**src/rtl/pc_fetch_if.sv**
```systemverilog
// Fetch-side bundle between the decode/control logic and the PC sequencer.
// The misalign flag is present only when PC_FETCH_MISALIGN_TRAP_EN is defined.
interface pc_fetch_if #(
    parameter int Width = 32
);
    logic             stall;
    logic             branch_taken;
    logic [Width-1:0] branch_target;
    logic             memcopy_start;
    logic [4:0]       memcopy_count;
    logic             mul_start;
    logic [Width-1:0] address;
    logic [Width-1:0] pc_plus4;
    logic             MemCopy1;
    logic             mul;
    logic             busy;
    logic [1:0]       dbg_state;
`ifdef PC_FETCH_MISALIGN_TRAP_EN
    logic             misalign;
`endif

    // Handshake: no valid/ready pair; decision inputs are sampled on every
    // rising clk edge and outputs are valid from just after that edge.
    modport master (
        output stall, branch_taken, branch_target, memcopy_start,
               memcopy_count, mul_start,
`ifdef PC_FETCH_MISALIGN_TRAP_EN
        input  misalign,
`endif
        input  address, pc_plus4, MemCopy1, mul, busy, dbg_state
    );

    modport slave (
        input  stall, branch_taken, branch_target, memcopy_start,
               memcopy_count, mul_start,
`ifdef PC_FETCH_MISALIGN_TRAP_EN
        output misalign,
`endif
        output address, pc_plus4, MemCopy1, mul, busy, dbg_state
    );
endinterface

```
**src/rtl/pc_fetch.sv**
```systemverilog
// Program counter sequencer with MemCopy replay and MUL hold states.
// Optional sticky misaligned-branch trap: define PC_FETCH_MISALIGN_TRAP_EN.
module pc_fetch #(
    parameter int Width      = 32,
    parameter int MUL_CYCLES = 4,
    parameter int ADDR_LIMIT = 512
) (
    input  logic        clk,
    input  logic        reset_n,
    pc_fetch_if.slave   bus
);
    typedef enum logic [1:0] {
        ST_RUN   = 2'd0,
        ST_MCOPY = 2'd1,
        ST_MULW  = 2'd2
    } state_t;

    localparam logic [Width-1:0] LIMIT = Width'(ADDR_LIMIT);

    state_t           r_state;
    state_t           w_state_nxt;
    logic [Width-1:0] r_address;
    logic [Width-1:0] w_address_nxt;
    logic [4:0]       r_count;
    logic [4:0]       w_count_nxt;
    logic             r_memcopy;
    logic             w_memcopy_nxt;
    logic             r_mul;
    logic             w_mul_nxt;
    logic [Width-1:0] w_incr;
    logic [Width-1:0] w_target;
    logic             w_frozen;
    logic             w_bad_target;

    // Sequential increment with wrap at the top of the instruction store.
    assign w_incr   = (r_address >= LIMIT - Width'(4)) ? '0 : r_address + Width'(4);
    assign w_target = (bus.branch_target % LIMIT) & ~Width'(3);

`ifdef PC_FETCH_MISALIGN_TRAP_EN
    logic r_misalign;

    assign w_frozen     = r_misalign;
    assign w_bad_target = |bus.branch_target[1:0];
    assign bus.misalign = r_misalign;

    always_ff @(posedge clk or negedge reset_n) begin
        if (!reset_n) begin
            r_misalign <= 1'b0;
        end else if (r_state == ST_RUN && !r_misalign && bus.branch_taken && w_bad_target) begin
            r_misalign <= 1'b1;
        end
    end
`else
    assign w_frozen     = 1'b0;
    assign w_bad_target = 1'b0;
`endif

    always_ff @(posedge clk or negedge reset_n) begin
        if (!reset_n) begin
            r_state   <= ST_RUN;
            r_address <= '0;
            r_count   <= '0;
            r_memcopy <= 1'b0;
            r_mul     <= 1'b0;
        end else begin
            r_state   <= w_state_nxt;
            r_address <= w_address_nxt;
            r_count   <= w_count_nxt;
            r_memcopy <= w_memcopy_nxt;
            r_mul     <= w_mul_nxt;
        end
    end

    always_comb begin
        w_state_nxt   = r_state;
        w_address_nxt = r_address;
        w_count_nxt   = r_count;
        w_memcopy_nxt = r_memcopy;
        w_mul_nxt     = r_mul;
        case (r_state)
            ST_RUN: begin
                if (!w_frozen) begin
                    if (bus.branch_taken) begin
                        if (!w_bad_target) begin
                            w_address_nxt = w_target;
                        end
                    end else if (bus.memcopy_start) begin
                        w_state_nxt   = ST_MCOPY;
                        w_count_nxt   = (bus.memcopy_count == 5'd0) ? 5'd1 : bus.memcopy_count;
                        w_memcopy_nxt = 1'b1;
                    end else if (bus.mul_start) begin
                        w_state_nxt   = ST_MULW;
                        w_count_nxt   = 5'(MUL_CYCLES);
                        w_memcopy_nxt = 1'b1;
                        w_mul_nxt     = 1'b1;
                    end else if (!bus.stall) begin
                        w_address_nxt = w_incr;
                    end
                end
            end
            ST_MCOPY, ST_MULW: begin
                // Hold phase: all decision inputs are ignored until the count expires.
                if (r_count <= 5'd1) begin
                    w_state_nxt   = ST_RUN;
                    w_count_nxt   = 5'd0;
                    w_memcopy_nxt = 1'b0;
                    w_mul_nxt     = 1'b0;
                    w_address_nxt = w_incr;
                end else begin
                    w_count_nxt = r_count - 5'd1;
                end
            end
            default: begin
                w_state_nxt = ST_RUN;
            end
        endcase
    end

    assign bus.address   = r_address;
    assign bus.pc_plus4  = w_incr;
    assign bus.MemCopy1  = r_memcopy;
    assign bus.mul       = r_mul;
    assign bus.busy      = (r_state != ST_RUN);
    assign bus.dbg_state = r_state;
endmodule

```
**src/flat_wrapper.sv**
```systemverilog
// flat-port wrapper written by rule: the top's interface ports become plain ports
module pc_fetch_flat 
#(
    parameter int Width      = 32,
    parameter int MUL_CYCLES = 4,
    parameter int ADDR_LIMIT = 512
)
  (clk, reset_n, bus_stall, bus_branch_taken, bus_branch_target, bus_memcopy_start, bus_memcopy_count, bus_mul_start, bus_address, bus_pc_plus4, bus_MemCopy1, bus_mul, bus_busy, bus_dbg_state);
  pc_fetch_if #(.Width(Width)) bus_i ();
  input  logic clk;
  input  logic reset_n;
  input wire logic [$bits(bus_i.stall)-1:0] bus_stall;
  input wire logic [$bits(bus_i.branch_taken)-1:0] bus_branch_taken;
  input wire logic [$bits(bus_i.branch_target)-1:0] bus_branch_target;
  input wire logic [$bits(bus_i.memcopy_start)-1:0] bus_memcopy_start;
  input wire logic [$bits(bus_i.memcopy_count)-1:0] bus_memcopy_count;
  input wire logic [$bits(bus_i.mul_start)-1:0] bus_mul_start;
  output wire logic [$bits(bus_i.address)-1:0] bus_address;
  output wire logic [$bits(bus_i.pc_plus4)-1:0] bus_pc_plus4;
  output wire logic [$bits(bus_i.MemCopy1)-1:0] bus_MemCopy1;
  output wire logic [$bits(bus_i.mul)-1:0] bus_mul;
  output wire logic [$bits(bus_i.busy)-1:0] bus_busy;
  output wire logic [$bits(bus_i.dbg_state)-1:0] bus_dbg_state;
  assign bus_i.stall = bus_stall;
  assign bus_i.branch_taken = bus_branch_taken;
  assign bus_i.branch_target = bus_branch_target;
  assign bus_i.memcopy_start = bus_memcopy_start;
  assign bus_i.memcopy_count = bus_memcopy_count;
  assign bus_i.mul_start = bus_mul_start;
  assign bus_address = bus_i.address;
  assign bus_pc_plus4 = bus_i.pc_plus4;
  assign bus_MemCopy1 = bus_i.MemCopy1;
  assign bus_mul = bus_i.mul;
  assign bus_busy = bus_i.busy;
  assign bus_dbg_state = bus_i.dbg_state;
  pc_fetch #(.Width(Width), .MUL_CYCLES(MUL_CYCLES), .ADDR_LIMIT(ADDR_LIMIT)) u_core (.clk(clk), .reset_n(reset_n), .bus(bus_i));
endmodule
```
**config.mk**
```make
export PLATFORM = sky130hd
export DESIGN_NAME = pc_fetch_flat
export DESIGN_NICKNAME = d
export VERILOG_FILES = /design/src/rtl/pc_fetch_if.sv /design/src/rtl/pc_fetch.sv /design/src/flat_wrapper.sv
export SDC_FILE = /design/constraint.sdc
export NUM_CORES = 1
export LEC_CHECK = 0
export ABC_AREA = 1
export CAP_MARGIN = 20
export CELL_PAD_IN_SITES_DETAIL_PLACEMENT = 1
export CELL_PAD_IN_SITES_GLOBAL_PLACEMENT = 1
export CORE_MARGIN = 2
export CORE_UTILIZATION = 28
export DETAILED_ROUTE_END_ITERATION = 8
export GPL_ROUTABILITY_DRIVEN = 0
export PLACE_DENSITY = 0.84
export RECOVER_POWER = 50
export SKIP_CTS_REPAIR_TIMING = 1
export SLEW_MARGIN = 20
export SYNTH_ARGS = -nofsm -noshare
export SYNTH_HDL_FRONTEND = slang
export SYNTH_SLANG_ARGS = --single-unit
```
**constraint.sdc**
```tcl
create_clock -name clk -period 2.03 [get_ports clk]
set_clock_uncertainty 0.15 [all_clocks]
set_input_delay 0.3045 -clock clk [delete_from_list [all_inputs] [get_ports clk]]
set_output_delay 0.3045 -clock clk [all_outputs]
set_load 0.01 [all_outputs]
```
==> results of run 1 <==
[layer usage]
metal / track usage (%) / routed length, um
met1: 16.4 / 2580
met2: 26.8 / 3480
met3: 3.64 / 379
met4: 3.33 / 64
met5: 0 / 0
[layout by cell type (no fill, tap or decap), types with 4 or more instances in the layout]
cell type / netlist / routed
inv_2: 5 / 7
dfrtp_1: 41 / 41
a21oi_1: 11 / 11
clkdlybuf4s50_1: 0 / 48
conb_1: 1 / 22
clkbuf_8: 0 / 5
xor2_1: 5 / 5
buf_2: 3 / 7
nor2_1: 48 / 48
ha_1: 5 / 4
buf_4: 23 / 48
inv_1: 65 / 61
o21ai_0: 9 / 9
dlygate4sd3_1: 0 / 5
nand2_1: 73 / 69
nand3_1: 10 / 9
buf_6: 2 / 6
[logic make-up (layout without fill, tap and decap cells)]
logic type	Yosys count	count (layout)	share of synthesized area (%)
AOI/OAI and AO/OA	28	28	6.57
adders and majority gates	5	5	2.67
xor gates and xnor gates	5	5	1.87
buffers and inverters	98	195	20.2
and+or+nand+nor	141	141	24.7
DFF	41	41	43.8
other	1	22	0.160
[worst min-delay path by stage]
| stage | to | startpoint |
|---|---|---|
| floorplan | u_core.bus.MemCopy1$_DFFE_PN0P_ | reset_n |
| global placement | u_core.bus.address[15]$_DFFE_PN0P_ | reset_n |
| detailed placement | u_core.bus.address[15]$_DFFE_PN0P_ | reset_n |
| CTS | u_core.bus.address[15]$_DFFE_PN0P_ | reset_n |
| global route | u_core.bus.MemCopy1$_DFFE_PN0P_ | u_core.bus.MemCopy1$_DFFE_PN0P_ |
| finish | u_core.r_count[2]$_DFFE_PN0P_ | u_core.r_count[2]$_DFFE_PN0P_ |
[report_power, final]
group / switching, mW / internal (mW) / leakage (nW)
clock: 0.287 / 0.489 / 0.0681
combinational: 1.56 / 1.24 / 1.47
sequential: 0.118 / 0.995 / 0.540
total: 1.96 / 2.73 / 2.08
[final cells by class]
| cell class | instances | area share (%) |
|---|---|---|
| timing repair buffer | 117 | 29.1 |
| sequential | 41 | 29.0 |
| multi-input combinational | 201 | 27.0 |
| inverter | 70 | 7.49 |
| tap | 105 | 3.71 |
| clock buffer | 5 | 1.94 |
| clock inverter | 3 | 1.84 |
[state kept, by name (all words and copies together), names as in the netlist]
signal / count
u_core.r_count: 5
u_core.bus.dbg_state: 2
u_core.bus.mul: 1
u_core.bus.address: 32
u_core.bus.MemCopy1: 1
[tightest hold or removal path: stages, from the launching register on]
cell	delay, ns
dfrtp_1	0.34
o21ai_0	0.08
nand2_1	0.05
[metrics by stage]
stage	setup slack (ns)	std cells	instance area [um2]	setup TNS, ns	util, %
6_report	-0.119	542	3540	-0.999	43.3
5_1_grt	-0.233	542	3540	-3.51	43.3
4_1_cts	-0.629	534	3470	-5.69	42.5
3_5_place_dp	-0.290	526	3340	-2.23	40.9
3_3_place_gp	-0.246	526	3340	-1.67	40.9
2_1_floorplan	0.103	340	2420	0	-
==> summary.md, run 1 <==
| Metric | Value |
|---|---|
| Status | `finished with violations` |
| Failing checks | `negative setup slack` |
| CTS tree | `done` |
| Ys flop type | `dfrtp_1` |
| Worst r2r dst | `u_core.bus.address[6]$_DFFE_PN0P_` |
| Gr usage total | `approximately 14%` |
| Remaining global-route overflow | `0` |
| Syn avg cell area | `around 7.3 um2` |
| First-pass GRT wire length | `a little over 10 mm` |
| Peak supply drop | `roughly 0.8 mV` |
| Most used cell, CP | `nand2_2` |
| Share of layout cells above drive strength 1 | `a little over a fifth` |
| Clk sinks | `41` |
| Worst Path Buf+Inv | `3` |
| Htree depth | `2` |
| Dpl hpwl | `between 4 and 5 mm` |
| Routed Antenna Nets | `0` |
| WS Path Type | `reg -> out` |
| Worst r2r path cells | `10` |
| Worst Setup SP | `u_core.bus.address[3]$_DFFE_PN0P_` |
| Worst path top cell family by delay | `flip-flops` |
| Max FO, Critical Path | `8` |
| Drt drc | `0` |
| Final worst setup slack | `-0.119 ns` |
| CP Launch Type | `flip-flop` |
| Slew Limit Fails | `0` |
| WP data arrival | `between 1.5 and 2 ns` |
| Hold/Removal Path Class | `reg -> reg` |
| Pleak | `slightly above 2 nW` |
| Root Driver | `clkbuf_8` |
| Die ar. | `~9100 um2` |
| Fin. Hold Viols | `0` |
| CP max stage cell | `dfrtp_1` |
| DRT Wirelength | `roughly 6.5 mm` |
| Worst-Skew Late Latency | `0.29 ns` |
| Multi-input logic area | `around 950 um2` |
| Yosys top cell by area | `dfrtp_1` |
| N_diodes | `0` |
| Hold Path Stages | `2` |
| RSZ-0062 raised after global routing | `true` |
| Max Clk Rate | `~0.47 GHz` |
| Initial core utilization | `between 20 and 30%` |
| CP max stage delay | `approximately 0.4 ns` |
| Vias in the first global route | `~2,300` |
| Num CTS Buffers | `5` |
| Chip Width | `between 90 and 100 um` |
| Pwr dens | `between 1000 and 1500 nW/um2` |
| Hold WS | `0.352 ns` |
| Distinct cells, synth | `28` |
| Drt initial violations | `slightly above 60` |
| Vias per Instance | `about 4.1` |
| Worst-path cell chain | `ha_2 > nand2_2 > inv_2 > nand2_2 > nand3_2 > nor2_4 > inv_4 > a21oi_1 > buf_2` |
| Row count | `33` |
| RR Startpoint | `u_core.r_count[1]$_DFFE_PN0P_` |
| Register Area | `slightly above 1000 um2` |
| FF+latch count, synth | `between 40 and 50` |
| IO Pins | `~110` |
| Worst-margin pin slew | `between 1 and 1.5 ns` |
| Post-synthesis cell area | `about 2300 um2` |
| Largest cells by area after synthesis | `dfrtp_1 44%, nand2_1 12%, inv_1 10%, nor2_1 7.7%, buf_4 7.4%` |
| Detailed-route wire length per cell | `12.0 um` |
| Longest Clk Path Bufs | `2` |
| Core area | `8180 um2` |
| Vias | `between 2,000 and 2,500` |
| Max Cap Violations | `0` |
| Fillers | `about 1,000` |
| Yosys top cell area share | `43.8%` |
| IO Port Bufs | `between 60 and 70` |
| Yosys warns | `0` |
| Syn Inst Count | `319` |
| Largest net degree at the start of global routing | `40` |
| Post-synth top cells | `73 x nand2_1, 65 x inv_1, 48 x nor2_1` |
| Worst Path Required | `1.58 ns` |
| Crit. path cell count | `9` |
| Nets | `slightly below 500` |
| Setup Viol. Count Final | `10` |
| Most frequent cell after synthesis | `nand2_1` |
| Number of flops mapped to enable cells by yosys | `0` |
| Die Ht | `~95 um` |
| Area Growth Syn to Fin | `51.2%` |
| CP Capture Type | `primary output` |
| Crit path time final | `between 2 and 2.5 ns` |
| Crit share post-route | `106%` |
| Flop-to-flop setup slack | `~0.09 ns` |
| Seq/Total Area, Yosys | `between 40 and 50%` |
| First-pass iteration count of the detailed router | `4` |
| Design Power | `roughly 4.7 mW` |
| Initial antenna violation count | `0` |
| Synth async-reset ratio | `between 90% and 100%` |
| Slew HR | `25.5%` |
| Clock-pin slew on the worst setup and hold paths | `0.08 ns` |
| Worst Setup EP | `bus_pc_plus4[8]` |
Note: power is estimated with default switching activity, not from simulation.
==> run 2: changes to the inputs <==
--- a/config.mk
+++ b/config.mk
@@ -11,6 +11,7 @@
 export CELL_PAD_IN_SITES_GLOBAL_PLACEMENT = 1
 export CORE_MARGIN = 2
 export CORE_UTILIZATION = 28
+export CTS_CLUSTER_DIAMETER = 120
 export DETAILED_ROUTE_END_ITERATION = 8
 export GPL_ROUTABILITY_DRIVEN = 0
 export PLACE_DENSITY = 0.84
==> results of run 2 <==
The final DEF is identical to that of run 1; final timing and power are the same.
